<file path="config.mk">
export PLATFORM = sky130hd
export DESIGN_NAME = bus_master_port
export DESIGN_NICKNAME = d
export VERILOG_FILES = /design/src/rtl/bus_master_port.sv
export SDC_FILE = /design/constraint.sdc
export NUM_CORES = 1
export LEC_CHECK = 0
export ABC_AREA = 1
export CAP_MARGIN = 30
export CELL_PAD_IN_SITES_DETAIL_PLACEMENT = 1
export CELL_PAD_IN_SITES_GLOBAL_PLACEMENT = 2
export CORE_MARGIN = 4
export CORE_UTILIZATION = 30
export CTS_BUF_LIST = sky130_fd_sc_hd__clkbuf_4
export CTS_CLUSTER_SIZE = 20
export DETAILED_ROUTE_END_ITERATION = 8
export GPL_ROUTABILITY_DRIVEN = 0
export PLACE_DENSITY = 0.86
export SKIP_CTS_REPAIR_TIMING = 1
export SLEW_MARGIN = 15
export SYNTH_ARGS = -nofsm -noshare
export SYNTH_HDL_FRONTEND = slang
export SYNTH_SLANG_ARGS = --single-unit
</file>
<file path="constraint.sdc">
create_clock -name clk -period 1.6 [get_ports clk]
set_input_delay 0.4 -clock clk [delete_from_list [all_inputs] [get_ports clk]]
set_output_delay 0.4 -clock clk [all_outputs]
set_load 0.02 [all_outputs]
</file>
<file path="src/rtl/bus_master_port.sv">
// Purpose: initiator port of the 2-master/3-slave serial bus; turns a parallel write into request/address/data.
// Latency: with a free bus and a ready slave, done pulses DATA_WIDTH+5 cycles after the start cycle.
// Backpressure: a start is ignored while busy; the data bit is held whenever m_ready=0; waiting for the first ready is bounded by TIMEOUT.
//
// Ports:
//   clk, reset            rising-edge clock, synchronous active-high reset
//   start, slave_sel,     command strobe, target slave (3 is illegal) and data word;
//   wdata                 all are captured when start is accepted
//   busy, done, error     command status toward local logic (done/error are one-cycle pulses)
//   m_request, m_address_valid, m_address, m_data, m_valid   serial protocol toward the arbiter
//   m_ready, m_available  slave ready and bus-free indication from the arbiter
module bus_master_port #(
  parameter int DATA_WIDTH = 8,
  parameter int TIMEOUT    = 16,
  parameter int CNT_W      = 5
) (
  input  logic                  clk,
  input  logic                  reset,
  input  logic                  start,
  input  logic [1:0]            slave_sel,
  input  logic [DATA_WIDTH-1:0] wdata,
  output logic                  busy,
  output logic                  done,
  output logic                  error,
  output logic                  m_request,
  output logic                  m_address_valid,
  output logic                  m_address,
  output logic                  m_data,
  output logic                  m_valid,
  input  logic                  m_ready,
  input  logic                  m_available
);

  typedef enum logic [3:0] {
    IDLE, WAIT_BUS, REQ, ADDR1, ADDR2, CONNECT, WAIT_READY, DATA, RELEASE
  } state_t;

  state_t                state, state_nxt;
  logic [1:0]            sel_q;
  logic [DATA_WIDTH-1:0] shift_q;
  logic [CNT_W-1:0]      bit_cnt;
  logic [CNT_W-1:0]      tmo_cnt;
  logic                  err_q;

  logic accept;
  logic illegal;
  logic xfer;
  logic tmo_hit;
  logic last_bit;

  assign accept   = (state == IDLE) && start;
  assign illegal  = (slave_sel == 2'd3);
  assign xfer     = ((state == WAIT_READY) || (state == DATA)) && m_ready;
  assign tmo_hit  = (tmo_cnt == CNT_W'(TIMEOUT - 1));
  // bit_cnt counts completed transfers, so the transfer in progress is the last
  // one when DATA_WIDTH-1 have already gone out.
  assign last_bit = (bit_cnt == CNT_W'(DATA_WIDTH - 1));

  always_ff @(posedge clk) begin
    if (reset) begin
      state   <= IDLE;
      sel_q   <= 2'd0;
      shift_q <= '0;
      bit_cnt <= '0;
      tmo_cnt <= '0;
      err_q   <= 1'b0;
    end else begin
      state <= state_nxt;
      // error is registered so it appears the cycle after the offending start
      // or the last unanswered WAIT_READY cycle, while the FSM is already idle.
      err_q <= (accept && illegal) ||
               ((state == WAIT_READY) && !m_ready && tmo_hit);

      if (accept) begin
        sel_q   <= slave_sel;
        shift_q <= wdata;
      end else if (xfer) begin
        shift_q <= shift_q << 1;
      end

      if (state == CONNECT) begin
        bit_cnt <= '0;
        tmo_cnt <= '0;
      end else begin
        if (xfer) begin
          bit_cnt <= bit_cnt + 1'b1;
        end
        if ((state == WAIT_READY) && !m_ready) begin
          tmo_cnt <= tmo_cnt + 1'b1;
        end
      end
    end
  end

  always_comb begin
    state_nxt       = state;
    busy            = (state != IDLE);
    done            = 1'b0;
    error           = err_q;
    m_request       = 1'b0;
    m_address_valid = 1'b0;
    m_address       = 1'b0;
    m_data          = 1'b0;
    m_valid         = 1'b0;

    case (state)
      IDLE: begin
        // A free bus lets the request go out on the cycle right after start.
        if (start && !illegal) begin
          state_nxt = m_available ? REQ : WAIT_BUS;
        end
      end
      WAIT_BUS: begin
        if (m_available) begin
          state_nxt = REQ;
        end
      end
      REQ: begin
        m_request       = 1'b1;
        m_address_valid = 1'b1;
        state_nxt       = ADDR1;
      end
      ADDR1: begin
        // Losing arbitration here withdraws the request in the same cycle.
        if (m_available) begin
          m_request = 1'b1;
          m_address = sel_q[1];
          state_nxt = ADDR2;
        end else begin
          state_nxt = WAIT_BUS;
        end
      end
      ADDR2: begin
        m_request = 1'b1;
        m_address = sel_q[0];
        state_nxt = CONNECT;
      end
      CONNECT: begin
        m_request = 1'b1;
        state_nxt = WAIT_READY;
      end
      WAIT_READY: begin
        m_request = 1'b1;
        m_valid   = 1'b1;
        m_data    = shift_q[DATA_WIDTH-1];
        if (m_ready) begin
          state_nxt = (DATA_WIDTH == 1) ? RELEASE : DATA;
        end else if (tmo_hit) begin
          state_nxt = IDLE;
        end
      end
      DATA: begin
        m_request = 1'b1;
        m_valid   = 1'b1;
        m_data    = shift_q[DATA_WIDTH-1];
        if (m_ready && last_bit) begin
          state_nxt = RELEASE;
        end
      end
      RELEASE: begin
        done      = 1'b1;
        state_nxt = IDLE;
      end
      default: begin
        state_nxt = IDLE;
      end
    endcase
  end

endmodule

</file>
==> impl_metrics.py, run 1 <==
metrics = {
    "outcome": {
        "run_status": "complete, but fails checks",
        "violations": "negative setup slack",
    },
    "clocking": {
        "cts_sinks": 25,
        "clock-root-buffer": "clkbuf_4",
        "clk_pin_slew_ns": 0.14,
        "htreeDepth": 1,
        "clkLatencyLatePin_ns": 0.32,
        "clock_path_buffers": 2,
        "tritoncts": "built",
        "cts_made_buffers": 3,
    },
    "routing": {
        "wl_per_cell_um": 13.8,
        "avgViaCountPerCell": 4.93,
        "ant_nets": 0,
        "drc_errors": 0,
        "wl_um": 3960,
        "drt_first_pass_iters": 4,
        "drtIter0Drc": 50,
        "vias": 1409,
    },
    "logic_synthesis": {
        "synth-async-reset-ratio": 0,
        "synth_most_common_cell": "nand2_1",
        "synth_top_cell_by_area": "dfxtp_1",
        "netlist_top_cells_area": "dfxtp_1 38%, nand2_1 14%, nand3_1 6.9%, a21oi_1 6.1%, inv_1 4.6%",
        "synthTopCellsByCount": "50 x nand2_1, 25 x dfxtp_1, 18 x nand3_1, 16 x a21oi_1, 16 x inv_1",
        "syn-instance-count": 188,
        "synth_edf_count": 0,
        "ys_seq_area_frac": 0.381,
        "yosysTopAreaCellShare": 0.381,
        "synth_ff_type": "dfxtp_1",
        "netlist_area_sq_um": 1320,
        "synthDistinctLibCells": 29,
        "yosys_warnings": 0,
        "synth.avg_cell_area_sq_um": 6.99,
        "ys_ff_latch": 25,
        "syn_nets": 206,
    },
    "timing": {
        "slew_violations": 0,
        "max_slew_margin": 0.843,
        "holdWs_ns": 0.492,
        "grt_setup_unrepaired": "yes",
        "min_period_ns": 1.76,
        "setup_viol": 7,
        "timing.final.hold_violations": 0,
        "timing.final.ws_setup_ns": -0.163,
        "clock.fmax_mhz": 567,
        "skew_ns": 0.00302,
        "period_share": 1.10,
        "worst_pin_slew_ns": 0.235,
    },
    "global_routing": {
        "grt-ovfl-total": 0,
        "grt_pass1_wl_um": 6540,
        "grt_max_degree": 14,
        "antenna_found_initial": 0,
        "grt_pass1_vias": 1525,
        "track_usage": 0.150,
    },
    "setup_path": {
        "critPathTopFamily": "flip-flops",
        "startpoint": "state[2]",
        "cp_cell_sequence": "nor2_4 > nand4_1 > o22ai_2 > buf_6",
        "start_kind": "register",
        "rrSetupSlack_ns": 0.04,
        "slowest_stage": "dfxtp_4",
        "crit_required_ns": 1.20,
        "cp_num_buf_inv": 1,
        "critical_path_class": "reg2out",
        "critPathCaptureType": "primary output",
        "worst_ep_arrival_time_ns": 1.36,
        "reg2reg_from": "tmo_cnt[1]",
        "cpPeakStageDelay_ns": 0.39,
        "path_max_fanout": 3,
    },
    "floorplanning": {
        "row_count": 23,
        "ios": 23,
        "die-width_um": 74.2,
        "start_util": 0.320,
        "core_area_sq_um": 4120,
        "dieArea_sq_um": 5510,
        "chipHeight_um": 74.2,
    },
    "power_and_ir_drop": {
        "p_leak_nw": 0.846,
        "power_density_nw_per_um2": 1330,
        "vdd_ir_drop_max_uv": 443,
    },
    "final_layout": {
        "antenna_cells": 0,
        "final_cells": 286,
        "postLayoutCellArea_sq_um": 1930,
        "nets": 255,
        "drive_gt1_frac": 0.301,
        "synthToLayoutAreaGrowth_pct": 46.4,
    },
    "min_path": {
        "min_from": "sel_q[0]",
        "hold_class": "reg2reg",
    },
    "place": {
        "dp.cells": 279,
        "dp_hpwl_um": 3090,
        "place_area_sq_um": 1780,
        "portBuffers": 22,
    },
    "job": {
        "max-cap-violations": 0,
    },
}
-- final cells by class --
| type | instances | area (sq um) |
|---|---|---|
| Sequential cell | 25 | 518 |
| Fill cell | 528 | 2190 |
| Tap cell | 50 | 62.6 |
| Multi-Input combinational cell | 136 | 766 |
| Timing Repair Buffer | 48 | 460 |
| Inverter | 23 | 88.8 |
| Clock buffer | 4 | 30.0 |
-- where the power goes --
part / total (W) / leakage, nW / switching, W / internal [W]
Combinational: 0.00139 / 0.621 / 0.000767 / 0.000627
Sequential: 0.000850 / 0.207 / 0.000109 / 0.000741
Clock: 0.000311 / 0.0184 / 0.000197 / 0.000114
-- cells in the final DEF (no fill, tap or decap), drive strengths merged --
cell type / count
nand2: 53
clkdlybuf4s50: 13
dlymetal6s2s: 2
o211ai: 1
nor2: 20
and3: 1
a31oi: 7
nor4: 1
xnor2: 1
o22ai: 1
a21oi: 16
clkbuf: 5
inv: 23
nand4: 4
buf: 32
o21ai: 7
ha: 3
nand3: 19
or2: 2
dfxtp: 25
-- worst min-delay path: cells and delay by family (launching register included) --
kind / cells / cell delay [ns]
AO/OA/AOI/OAI: 1 / 0.06
flip-flops: 1 / 0.33
buffers and inverters: 1 / 0.08
-- kinds of logic after synthesis --
logic type / after synthesis / share of synthesized area
buffers and inverters: 27 / 0.0866
DFF: 25 / 0.381
and+or+nand+nor: 100 / 0.366
xor gates and xnor gates: 1 / 0.00666
AOI/OAI and AO/OA: 32 / 0.131
adders and majority gates: 3 / 0.0285
-- per-stage QoR --
stage / worst slack (ns) / total power, W / util / TNS, ns
after global routing: -0.231 / 0.00274 / 0.468 / -0.882
after CTS: -0.668 / 0.00247 / 0.441 / -4.26
after floorplan: 0.0332 / 0.00153 / - / 0
final: -0.163 / 0.00255 / 0.468 / -0.422
after global placement: -0.640 / 0.00207 / 0.433 / -3.14
after detailed placement: -0.655 / 0.00215 / 0.433 / -3.71
-- routing by layer --
metal | track usage | share of wire | up-vias
li1 | - | - | 713
met1 | 0.174 | 0.43 | 661
met2 | 0.275 | 0.52 | 25
met3 | 0.0216 | 0.026 | 10
met4 | 0.0584 | 0.025 | 0
met5 | 0 | 0 | -
-- path summary, 6_finish.rpt --
check | endpoint | cells after the start
worst max-delay path | m_address | 4
worst min-delay path | sel_q[0] | 2
worst max register to register | state[2] | 11
worst min register to register | sel_q[0] | 2
-- registers in the layout, summed over array words and instances (netlist names) --
name     flops
bit_cnt      5
error        1
sel_q        2
shift_q      8
state        4
tmo_cnt      5
Note: power is estimated with default switching activity, not from simulation.
==> run 2: changes to the inputs <==
--- a/config.mk
+++ b/config.mk
@@ -15,6 +15,7 @@
 export CTS_CLUSTER_SIZE = 20
 export DETAILED_ROUTE_END_ITERATION = 8
 export GPL_ROUTABILITY_DRIVEN = 0
+export MAX_ROUTING_LAYER = met4
 export PLACE_DENSITY = 0.86
 export SKIP_CTS_REPAIR_TIMING = 1
 export SLEW_MARGIN = 15
==> impl_metrics.py, run 2 (synthesized netlist as in run 1, its figures left out) <==
metrics = {
    "final_layout": {
        "synthToLayoutAreaGrowth_pct": 46.4,
        "largest_reg_flops": 8,
        "final_cells": 286,
        "final_cell_mix": "49 x nand2_1, 23 x buf_4, 19 x dfxtp_1",
        "drive_gt1_frac": 0.301,
        "antenna_cells": 0,
        "reg_top3": "shift_q (8), bit_cnt (5), tmo_cnt (5)",
        "top_register": "shift_q",
        "nets": 255,
        "final_common_cell": "nand2_1",
    },
    "floorplanning": {
        "dieArea_sq_um": 5510,
        "die-width_um": 74.2,
        "start_util": 0.320,
        "core_area_sq_um": 4120,
        "row_count": 23,
        "chipHeight_um": 74.2,
        "ios": 23,
    },
    "place": {
        "dp.cells": 279,
        "dp_hpwl_um": 3090,
        "portBuffers": 22,
    },
    "power_and_ir_drop": {
        "power_density_nw_per_um2": 1330,
        "vdd_ir_drop_max_uv": 442,
        "p_total_w": 0.00255,
        "p_leak_nw": 0.846,
    },
    "routing": {
        "avgViaCountPerCell": 4.93,
        "drc_errors": 0,
        "drt_first_pass_iters": 4,
        "drtIter0Drc": 51,
        "ant_nets": 0,
        "vias": 1410,
        "wl_per_cell_um": 13.8,
        "wl_um": 3950,
    },
    "setup_path": {
        "startpoint": "state[2]",
        "reg2reg_from": "tmo_cnt[1]",
        "critical_path_class": "reg2out",
        "crit_required_ns": 1.20,
        "path_max_fanout": 3,
        "rrSetupSlack_ns": 0.04,
        "r2r-end": "state[2]",
        "worst-r2r-cell-count": 11,
        "worst_ep_arrival_time_ns": 1.36,
        "worstSetupEndpoint": "m_address",
        "critPathCaptureType": "primary output",
        "start_kind": "register",
    },
    "clocking": {
        "cts_sinks": 25,
        "clock_path_buffers": 2,
        "clk_pin_slew_ns": 0.14,
        "cts_made_buffers": 3,
        "clock-root-buffer": "clkbuf_4",
        "clkLatencyLatePin_ns": 0.32,
        "htreeDepth": 1,
        "tritoncts": "built",
    },
    "timing": {
        "grt_setup_unrepaired": "yes",
        "skew_ns": 0.00293,
        "timing.final.ws_setup_ns": -0.162,
        "period_share": 1.10,
        "slew_violations": 0,
        "max_slew_margin": 0.843,
        "timing.setup.tns_ns": -0.415,
        "min_period_ns": 1.76,
        "clock.fmax_mhz": 568,
        "setup_viol": 7,
        "worst_pin_slew_ns": 0.235,
        "timing.final.hold_violations": 0,
    },
    "global_routing": {
        "grt_pass1_wl_um": 6540,
        "grt_max_degree": 14,
        "antenna_found_initial": 0,
        "grt_pass1_vias": 1525,
        "grt-ovfl-total": 0,
        "track_usage": 0.155,
    },
    "outcome": {
        "violations": "negative setup slack",
        "run_status": "complete, but fails checks",
    },
    "job": {
        "max-cap-violations": 0,
    },
    "min_path": {
        "hold_class": "reg2reg",
    },
}
run 2: routing by layer:
layer | global-route usage | wire length [um] | vias up
met5 | - | 0 | -
met4 | 0.0584 | 101 | 0
met3 | 0.0216 | 103 | 10
met2 | 0.275 | 2050 | 25
met1 | 0.174 | 1700 | 661
li1 | - | - | 714
run 2: critical path, cell delays in order, from the launching register on:
cell	delay, ns
dfxtp_4	0.39
nor2_4	0.15
nand4_1	0.19
o22ai_2	0.18
buf_6	0.14
run 2: worst min-delay path by stage:
stage,startpoint,to,slack [ns],cells after the start
6_report,sel_q[0],sel_q[0],0.49,2
3_5_place_dp,sel_q[0],sel_q[0],0.45,2
4_1_cts,sel_q[0],sel_q[0],0.47,2
2_1_floorplan,sel_q[0],sel_q[0],0.43,2
3_3_place_gp,sel_q[1],sel_q[1],0.45,2
5_1_grt,shift_q[3],shift_q[4],0.51,2
run 2: final cells by class:
type | instances | area, sq um
well taps | 50 | 62.6
multi-input cells | 136 | 766
repair buffers | 48 | 460
clock buffers | 4 | 30.0
inverters | 23 | 88.8
fillers | 528 | 2190
flip-flops and latches | 25 | 518
run 2: per-stage QoR:
step	utilization	worst slack (ns)	instance area, sq um	hold slack [ns]
2_1_floorplan	-	0.0332	1320	0.430
3_3_place_gp	0.433	-0.640	1780	0.447
3_5_place_dp	0.433	-0.655	1780	0.453
4_1_cts	0.441	-0.668	1810	0.472
5_1_grt	0.468	-0.231	1930	0.515
6_report	0.468	-0.162	1930	0.492
run 2: power by group:
part	switching (W)	leakage [nW]	internal, W
registers	0.000108	0.207	0.000741
clock network	0.000196	0.0184	0.000114
logic	0.000767	0.621	0.000627
